`config.mk`:
```
export PLATFORM = sky130hd
export DESIGN_NAME = cache_control_nway
export DESIGN_NICKNAME = d
export VERILOG_FILES = /design/src/rtl/cache_control_nway_pkg.sv /design/src/rtl/cache_control_nway_victim_sel.sv /design/src/rtl/cache_control_nway.sv
export SDC_FILE = /design/constraint.sdc
export NUM_CORES = 1
export LEC_CHECK = 0
export CAP_MARGIN = 25
export CORE_UTILIZATION = 45
export DETAILED_ROUTE_END_ITERATION = 16
export PLACE_DENSITY_LB_ADDON = 0.15
export SLEW_MARGIN = 20
export SYNTH_ARGS = -nofsm -noshare
export SYNTH_HDL_FRONTEND = slang
export SYNTH_SLANG_ARGS = --single-unit
```
`constraint.sdc`:
```
create_clock -name clk -period 3.59 [get_ports clk]
set_input_delay 0.5385 -clock clk [delete_from_list [all_inputs] [get_ports clk]]
set_output_delay 0.5385 -clock clk [all_outputs]
set_load 0.1 [all_outputs]
```
`src/rtl/cache_control_nway_pkg.sv`:
```
// Shared types and helpers for the N-way cache controller.
package cache_pkg;
  localparam int MAX_WAYS = 8;

  typedef enum logic [2:0] {
    CC_IDLE, CC_WRITEBACK, CC_ALLOCATE, CC_WT_WRITE, CC_FLUSH_CHK, CC_FLUSH_WB
  } cc_state_t;

  typedef logic [$clog2(MAX_WAYS)-1:0] way_idx_t;

  // Zero or exactly one bit set.
  function automatic logic onehot0(input logic [MAX_WAYS-1:0] v);
    return (v & (v - 1'b1)) == '0;
  endfunction

  function automatic way_idx_t first_one(input logic [MAX_WAYS-1:0] v);
    way_idx_t idx;
    idx = '0;
    for (int i = MAX_WAYS-1; i >= 0; i--)
      if (v[i]) idx = way_idx_t'(i);
    return idx;
  endfunction
endpackage

```
`src/rtl/cache_control_nway_victim_sel.sv`:
```
// Replacement victim: lowest-index invalid way, else the LRU way.
module cache_victim_sel #(
  parameter int WAYS = 4,
  localparam int WW = $clog2(WAYS)
) (
  input  logic [WAYS-1:0] is_valid,
  input  logic [WW-1:0]   lru_way,
  output logic [WW-1:0]   victim
);
  always_comb begin
    victim = lru_way;
    for (int i = WAYS-1; i >= 0; i--)
      if (!is_valid[i]) victim = WW'(i);
  end
endmodule

```
`src/rtl/cache_control_nway.sv`:
```
// N-way set-associative cache control FSM with write-back/write-through
// policy selection and a set-walking flush of dirty lines.
module cache_control_nway
  import cache_pkg::*;
#(
  parameter int WAYS       = 4,
  parameter int SETS       = 16,
  parameter int WRITE_BACK = 1,
  localparam int WW = $clog2(WAYS),
  localparam int SW = $clog2(SETS)
) (
  input  logic            clk,
  input  logic            rst,
  input  logic            cpu_read,
  input  logic            cpu_write,
  input  logic            cpu_flush,
  input  logic [WAYS-1:0] hit_way,
  input  logic [WAYS-1:0] is_valid,
  input  logic [WAYS-1:0] is_dirty,
  input  logic [WW-1:0]   lru_way,
  input  logic            mem_resp,
  output logic            cpu_mem_valid,
  output logic            flush_done,
  output logic [WAYS-1:0] load_data,
  output logic [WAYS-1:0] load_tag,
  output logic            lru_load,
  output logic [WW-1:0]   lru_way_used,
  output logic            mem_read,
  output logic            mem_write,
  output logic [WW-1:0]   wb_way,
  output logic            data_in_select,
  output logic [WAYS-1:0] set_valid,
  output logic [WAYS-1:0] write_valid,
  output logic [WAYS-1:0] set_dirty,
  output logic [WAYS-1:0] write_dirty,
  output logic            flush_active,
  output logic [SW-1:0]   flush_set,
  output logic            error
);
  cc_state_t       state, state_nxt;
  logic [WW-1:0]   vict, vict_sel, fw, hit_idx;
  logic [SW-1:0]   fset;
  logic [WAYS-1:0] oh_vict, oh_fw;
  logic            req, bad, hit, vict_dirty, fw_dirty, flush_last;
  logic            miss_start, flush_start, flush_adv;

  cache_victim_sel #(.WAYS(WAYS)) u_vsel (
    .is_valid (is_valid),
    .lru_way  (lru_way),
    .victim   (vict_sel)
  );

  assign req        = cpu_read | cpu_write;
  assign bad        = (cpu_read & cpu_write) |
                      ((req | cpu_flush) & ~onehot0(MAX_WAYS'(hit_way)));
  assign hit        = |hit_way;
  assign hit_idx    = WW'(first_one(MAX_WAYS'(hit_way)));
  assign vict_dirty = is_valid[vict_sel] & is_dirty[vict_sel] & (WRITE_BACK != 0);
  assign fw_dirty   = is_valid[fw] & is_dirty[fw];
  assign flush_last = (fw == WW'(WAYS-1)) && (fset == SW'(SETS-1));
  assign oh_vict    = WAYS'(1) << vict;
  assign oh_fw      = WAYS'(1) << fw;

  assign miss_start  = (state == CC_IDLE) && !rst && !bad && !cpu_flush && req && !hit;
  assign flush_start = (state == CC_IDLE) && !bad && cpu_flush;
  assign flush_adv   = ((state == CC_FLUSH_CHK) && !fw_dirty) ||
                       ((state == CC_FLUSH_WB) && mem_resp);

  // Outputs decode from state and inputs; reset forces every output low.
  always_comb begin
    state_nxt      = state;
    cpu_mem_valid  = 1'b0;
    flush_done     = 1'b0;
    load_data      = '0;
    load_tag       = '0;
    lru_load       = 1'b0;
    lru_way_used   = '0;
    mem_read       = 1'b0;
    mem_write      = 1'b0;
    wb_way         = '0;
    data_in_select = 1'b0;
    set_valid      = '0;
    write_valid    = '0;
    set_dirty      = '0;
    write_dirty    = '0;
    flush_active   = 1'b0;
    flush_set      = '0;
    error          = 1'b0;
    if (!rst) begin
      case (state)
        CC_IDLE: begin
          if (bad) error = 1'b1;
          else if (cpu_flush) state_nxt = CC_FLUSH_CHK;
          else if (req && hit) begin
            lru_load     = 1'b1;
            lru_way_used = hit_idx;
            if (cpu_read) cpu_mem_valid = 1'b1;
            else if (WRITE_BACK != 0) begin
              cpu_mem_valid = 1'b1;
              load_data     = hit_way;
              set_dirty     = hit_way;
              write_dirty   = hit_way;
            end else begin
              load_data = hit_way;
              state_nxt = CC_WT_WRITE;
            end
          end else if (req) begin
            if (cpu_write && WRITE_BACK == 0) state_nxt = CC_WT_WRITE;
            else state_nxt = vict_dirty ? CC_WRITEBACK : CC_ALLOCATE;
          end
        end
        CC_WRITEBACK: begin
          mem_write = 1'b1;
          wb_way    = vict;
          if (mem_resp) state_nxt = CC_ALLOCATE;
        end
        CC_ALLOCATE: begin
          mem_read       = 1'b1;
          data_in_select = 1'b1;
          if (mem_resp) begin
            load_data   = oh_vict;
            load_tag    = oh_vict;
            set_valid   = oh_vict;
            write_valid = oh_vict;
            write_dirty = oh_vict;
            state_nxt   = CC_IDLE;
          end
        end
        CC_WT_WRITE: begin
          mem_write = 1'b1;
          if (mem_resp) begin
            cpu_mem_valid = 1'b1;
            state_nxt     = CC_IDLE;
          end
        end
        CC_FLUSH_CHK: begin
          flush_active = 1'b1;
          flush_set    = fset;
          if (fw_dirty) state_nxt = CC_FLUSH_WB;
          else if (flush_last) begin
            flush_done = 1'b1;
            state_nxt  = CC_IDLE;
          end
        end
        CC_FLUSH_WB: begin
          flush_active = 1'b1;
          flush_set    = fset;
          mem_write    = 1'b1;
          wb_way       = fw;
          if (mem_resp) begin
            write_dirty = oh_fw;
            if (flush_last) begin
              flush_done = 1'b1;
              state_nxt  = CC_IDLE;
            end else state_nxt = CC_FLUSH_CHK;
          end
        end
        default: state_nxt = CC_IDLE;
      endcase
    end
  end

  // Flush counters wrap naturally, so they are back at zero after the last line.
  always_ff @(posedge clk) begin
    if (rst) begin
      state <= CC_IDLE;
      vict  <= '0;
      fw    <= '0;
      fset  <= '0;
    end else begin
      state <= state_nxt;
      if (miss_start) vict <= vict_sel;
      if (flush_start) begin
        fw   <= '0;
        fset <= '0;
      end else if (flush_adv) begin
        fw <= fw + 1'b1;
        if (fw == WW'(WAYS-1)) fset <= fset + 1'b1;
      end
    end
  end
endmodule

```
==> results.cfg, run 1 <==
[status]
outcome = complete, no violations

[sta]
worstMarginPinSlew_ns = 0.7223
finalHoldViolCount = 0
fmax_mhz = 307.5
clock_skew_ns = 0.002236
setup_ws_ns = 0.3385
tns_ns = 0
max-slew-margin-rel = 0.5178
rsz0062_at_grt = no
final-max-slew-violation-count = 0
fin_crit_sh = 0.9057
fin_crit_ns = 3.252
setup_violations = 0

[detailed_routing]
vias = 1533
first_pass_iters = 4
post-route-drc-count = 0
drtIter0Drc = 55
wl_um = 3860
vias_per_cell = 5.720
ant_nets = 0
wl_per_cell_um = 14.40

[worst_setup_path]
crit_fanout = 9
cp-start-kind = input port
crit_path_end_kind = output port
cp.arrival_ns = 2.71
cp.required_ns = 3.05
critPathLaunch = hit_way[1]
r2r_slack_ns = 1.41
reg2reg_from = fw[0]$_SDFFE_PP0N_
critPathKind = in2out

[power]
power_leakage_uw = 0.0008568
p_sw_frac = 0.4466
irDropWorstVdd_mv = 0.2873
power_density_nw_per_um2 = 230.8
intPower_uw = 260.7
netSwitchingPower_uw = 210.4
combPwrFrac = 0.502
seqPwrFrac = 0.315
clock_power_share = 0.183

[clocking]
cts-htree-levels = 1
post_cts_buffers = 0
cts_tree = done
cts_resized = 0
cts_sinks = 11
clk_latency_ns = 0.27
cts-root-buf = clkbuf_4
postCtsHoldBufs = 0
cts.path.max_buffers = 2
path_clk_slew_ns = 0.07
cts-buffers-inserted = 3

[synthesis]
ys_async_sr_fraction = 0
synth_common_cells = nor2_1 (33), dfxtp_1 (11), nand2_1 (11)
synth.avg_cell_area_sq_um = 6.888
synth_area_leaders = dfxtp_1 (17%), nor2_1 (9.4%), mux2i_1 (7.6%)
netlist_instances = 192
yosysTopAreaCell = dfxtp_1
ys_warn_count = 0
synth-edff-count = 0
synth_seq_cells = 11
synthFlopType = dfxtp_1
syn-num-nets = 217
yosys.area.top_type_share = 0.1665
yosysMostFrequentCell = nor2_1
yosysSeqAreaShare = 0.1665
synthesis.area_sq_um = 1323
synth_cell_types = 44

[die]
die_area_sq_um = 3160
core_sq_um = 2781
initial_core_util = 0.4755
rows = 19
die_y_um = 56.21
die_w_um = 56.21
io_pins = 60

[global_routing]
grt_max_degree = 23
grt_pass1_vias = 1487
antenna_found_initial = 0
grt_pass1_wl_um = 6589
grt_remaining_overflow = 0
grt.total_usage = 0.2596

[finish]
synthToLayoutAreaGrowth_pct = 54.30
finish.utilization = 0.7337
nets = 263
insertedDiodeCount = 0
drive_gt1_frac = 0.2658
design_area_sq_um = 2041

[placed_design]
pre_cts_slack_ns = 0.3836
port_buffers = 59
dpl_cell_area_sq_um = 2014
hpwlAfterDp_um = 3148
gp_congestion = 0.8041

[worst_hold_path]
min_path_type = reg2reg
hp-start = fset[2]$_SDFFE_PP0P_

[run]
maxCapViolCount = 0
[state kept, by name, summed over array words and instances (netlist names)]
name	cells
vict	2
fw	2
state	3
fset	4
[metal layers]
metal  part of all wire  vias up  GRT usage  routed length, um
met5                  0        -          0                  0
met4              0.016        0     0.1045                 61
met3              0.062        8    0.03488                238
met2               0.52       70     0.4796               2024
met1               0.40      695     0.2971               1535
li1                   -      760          -                  -
[worst paths after layout]
| path | to | cells past startpoint |
|---|---|---|
| worst max-delay path | lru_way_used[1] | 6 |
| worst min-delay path | fset[2]$_SDFFE_PP0P_ | 2 |
| worst max register to register | state[1]$_SDFFE_PP0P_ | 5 |
| worst min register to register | fset[2]$_SDFFE_PP0P_ | 2 |
[through the flow]
stage / std cells / hold WS (ns) / power [uW]
after floorplan: 192 / 0.4754 / 313.1
after global placement: 264 / 0.5050 / 378.6
after detailed placement: 264 / 0.5155 / 385.1
after CTS: 268 / 0.5232 / 473.5
after global routing: 268 / 0.5599 / 501.1
final: 268 / 0.5309 / 471.0
[power by group through the flow]
stage / sequential (uW) / combinational (uW) / clock, uW
after CTS: 147 / 236 / 90.2
after floorplan: 135 / 178 / 0
after detailed placement: 151 / 235 / 0
after global placement: 150 / 229 / 0
after global routing: 150 / 253 / 97.7
final: 148 / 237 / 86.2
[critical path: stages]
cell and delay, ns:
clkdlybuf4s50_1 0.56, or3_1 0.47, o21ai_0 0.30, nand3_1 0.23, nor4_2 0.38, buf_12 0.22
[cell type report]
| type | instances | area, sq um |
|---|---|---|
| Inverter | 8 | 30.03 |
| Tap cell | 31 | 38.79 |
| Timing Repair Buffer | 62 | 725.7 |
| Multi-Input combinational cell | 152 | 999.7 |
| Fill cell | 230 | 740.7 |
| Clock buffer | 4 | 26.28 |
| Sequential cell | 11 | 220.2 |
[logic make-up after synthesis]
family,after synthesis,share of synthesized area
mux,11,0.09272
buf+inv,29,0.1107
flops,11,0.1665
fa+ha+maj,6,0.05582
compound gates,33,0.1618
xor+xnor,5,0.03311
simple gates,97,0.3794
[placed cells by master (no fill, tap or decap), types with 3 or more instances in the layout]
cell type / count
o21ai_0: 7
a21oi_1: 6
nand4_1: 3
and2_1: 9
clkdlybuf4s50_1: 19
nor3_2: 3
mux2i_1: 10
nand2_1: 11
nand2b_1: 5
buf_12: 17
dfxtp_1: 11
nor3_1: 7
xor2_1: 4
clkbuf_4: 3
inv_1: 7
nor2_1: 33
a21oi_2: 3
ha_1: 5
nand3_1: 5
buf_4: 26
or3_1: 4
a31oi_1: 4
and3_1: 3
(Power assumes the default switching activity.)
==> run 2, diff against run 1 <==
ABC_CLOCK_PERIOD_IN_PS = 3590   (was default)
RECOVER_POWER = 100   (was default)
SLEW_MARGIN = default   (was 20)
==> run 2 against run 1 <==
  * Via count grew 0.85%
  * Die area stayed put
  * Sequential share of layout area rose by 0.94 points
  * Clock power barely moved
  * Sequential power barely moved
  * Combinational power is 7% lower
  * Fmax decreased by 2.3%
  * Non-clock buffer count stayed put
  * Count of clock-buffer cells in the layout stayed put
  * Largest cell class unchanged
==> results.cfg, run 2 (synthesis gave the netlist of run 1 again) <==
[power]
power_leakage_uw = 0.0007772
seqPwrFrac = 0.326
irDropWorstVdd_mv = 0.2854
intPower_uw = 249.0
netSwitchingPower_uw = 206.7
p_sw_frac = 0.4536
power_density_nw_per_um2 = 242.8
combPwrFrac = 0.486
clock_power_share = 0.188
power_uw = 455.7

[placed_design]
gp_congestion = 0.8041
port_buffers = 59
dpl_cell_area_sq_um = 2014
hpwlAfterDp_um = 3148

[worst_setup_path]
crit_family = simple AND/OR/NAND/NOR gates
crit_fanout = 9
cp.arrival_ns = 2.79
worstPathCellList = dlygate4sd3_1, or3_1, o21ai_0, nand3_1, nor3_1, buf_12
cpPeakStageDelay_ns = 0.66
path_buf_inv = 2
cp-start-kind = input port
cp.required_ns = 3.05
crit_slowest_cell = dlygate4sd3_1
crit_path_end_kind = output port
critPathKind = in2out

[sta]
fin_crit_ns = 3.330
final-max-slew-violation-count = 0
worstMarginPinSlew_ns = 1.175
rsz0062_at_grt = no
max-slew-margin-rel = 0.2203
fmax_mhz = 300.3
setup_violations = 0
finalHoldViolCount = 0
clock_skew_ns = 0.003174
fin_crit_sh = 0.9275

[detailed_routing]
wl_um = 3883
vias_per_cell = 5.769
vias = 1546
first_pass_iters = 4
ant_nets = 0
drtIter0Drc = 49
post-route-drc-count = 0
wl_per_cell_um = 14.49

[clocking]
post_cts_buffers = 0
clk_latency_ns = 0.27
cts-htree-levels = 1
cts-root-buf = clkbuf_4
cts_resized = 0
cts-buffers-inserted = 3
cts_tree = done
cts_sinks = 11
postCtsHoldBufs = 0
path_clk_slew_ns = 0.07
cts.path.max_buffers = 2

[die]
core_sq_um = 2781
rows = 19
io_pins = 60
initial_core_util = 0.4755
die_area_sq_um = 3160
die_y_um = 56.21
die_w_um = 56.21

[finish]
design_area_sq_um = 1877
final_common_cell = nor2_1
top_regs = fset x4, state x3
nFillCells = 277
final_cell_mix = nor2_1 (33), clkbuf_1 (18), clkdlybuf4s50_1 (17), buf_12 (12)
drive_gt1_frac = 0.1688
nets = 263
largest_reg_flops = 4
insertedDiodeCount = 0
top_register = fset
synthToLayoutAreaGrowth_pct = 41.91

[global_routing]
grt_pass1_wl_um = 6589
grt.total_usage = 0.2596
grt_remaining_overflow = 0
antenna_found_initial = 0
grt_max_degree = 23
grt_pass1_vias = 1487

[run]
maxCapViolCount = 0

[worst_hold_path]
min_path_type = reg2reg

[status]
outcome = complete, no violations
-- run 2: changes by cell type in the layout (fill, tap and decap cells not counted), moves of 3 or more --
| cell | before | now |
|---|---|---|
| buf_4 | 26 | 4 |
| clkbuf_1 | 1 | 18 |
| clkbuf_2 | 0 | 7 |
| a21oi_1 | 6 | 9 |
| buf_12 | 17 | 12 |
| a21oi_2 | 3 | 0 |
-- run 2: metal layers --
layer / vias to the layer above / routed length [um] / global-route usage
li1: 757 / - / -
met1: 708 / 1548 / 0.2971
met2: 73 / 2009 / 0.4796
met3: 8 / 264 / 0.03488
met4: 0 / 61 / 0.1045
met5: - / 0 / 0
-- run 2: power groups by stage --
stage | Clock [uW] | Combinational [uW] | Sequential [uW]
2_1_floorplan | 0 | 178 | 135
3_3_place_gp | 0 | 229 | 150
3_5_place_dp | 0 | 235 | 151
4_1_cts | 90.2 | 236 | 147
5_1_grt | 97.7 | 238 | 150
6_report | 85.9 | 221 | 148
-- run 2: final cells by class --
| class | instances | area [sq um] | share of cell area |
|---|---|---|---|
| Clock buffer | 4 | 26.28 | 0.01400 |
| Tap cell | 31 | 38.79 | 0.02067 |
| Multi-Input combinational cell | 152 | 979.7 | 0.5220 |
| Timing Repair Buffer | 62 | 581.8 | 0.3100 |
| Inverter | 8 | 30.03 | 0.01600 |
| Sequential cell | 11 | 220.2 | 0.1173 |
-- run 2: metrics by stage --
| step | instances | TNS, ns | worst slack (ns) | hold WS, ns | util |
|---|---|---|---|---|---|
| after global routing | 268 | 0 | 0.1222 | 0.5599 | 0.6748 |
| after detailed placement | 264 | 0 | 0.3836 | 0.5155 | 0.7242 |
| after floorplan | 192 | -2.990 | -0.6287 | 0.4754 | - |
| after global placement | 264 | 0 | 0.4883 | 0.5050 | 0.7242 |
| after CTS | 268 | 0 | 0.3728 | 0.5232 | 0.7337 |
| final | 268 | 0 | 0.2604 | 0.5253 | 0.6748 |
-- run 2: worst min-delay path: cells and delay by family (launching register included) --
kind	cells	cell delay (ns)
DFF	1	0.34
AOI/OAI and AO/OA	2	0.14
-- run 2: path summary, 6_finish.rpt --
| check | cells past startpoint | slack, ns | end | startpoint |
|---|---|---|---|---|
| max | 6 | 0.26 | lru_way_used[0] | hit_way[1] |
| min | 2 | 0.53 | fset[2]$_SDFFE_PP0P_ | fset[2]$_SDFFE_PP0P_ |
| max reg2reg | 5 | 1.22 | state[1]$_SDFFE_PP0P_ | fw[0]$_SDFFE_PP0N_ |
| min reg2reg | 2 | 0.53 | fset[2]$_SDFFE_PP0P_ | fset[2]$_SDFFE_PP0P_ |
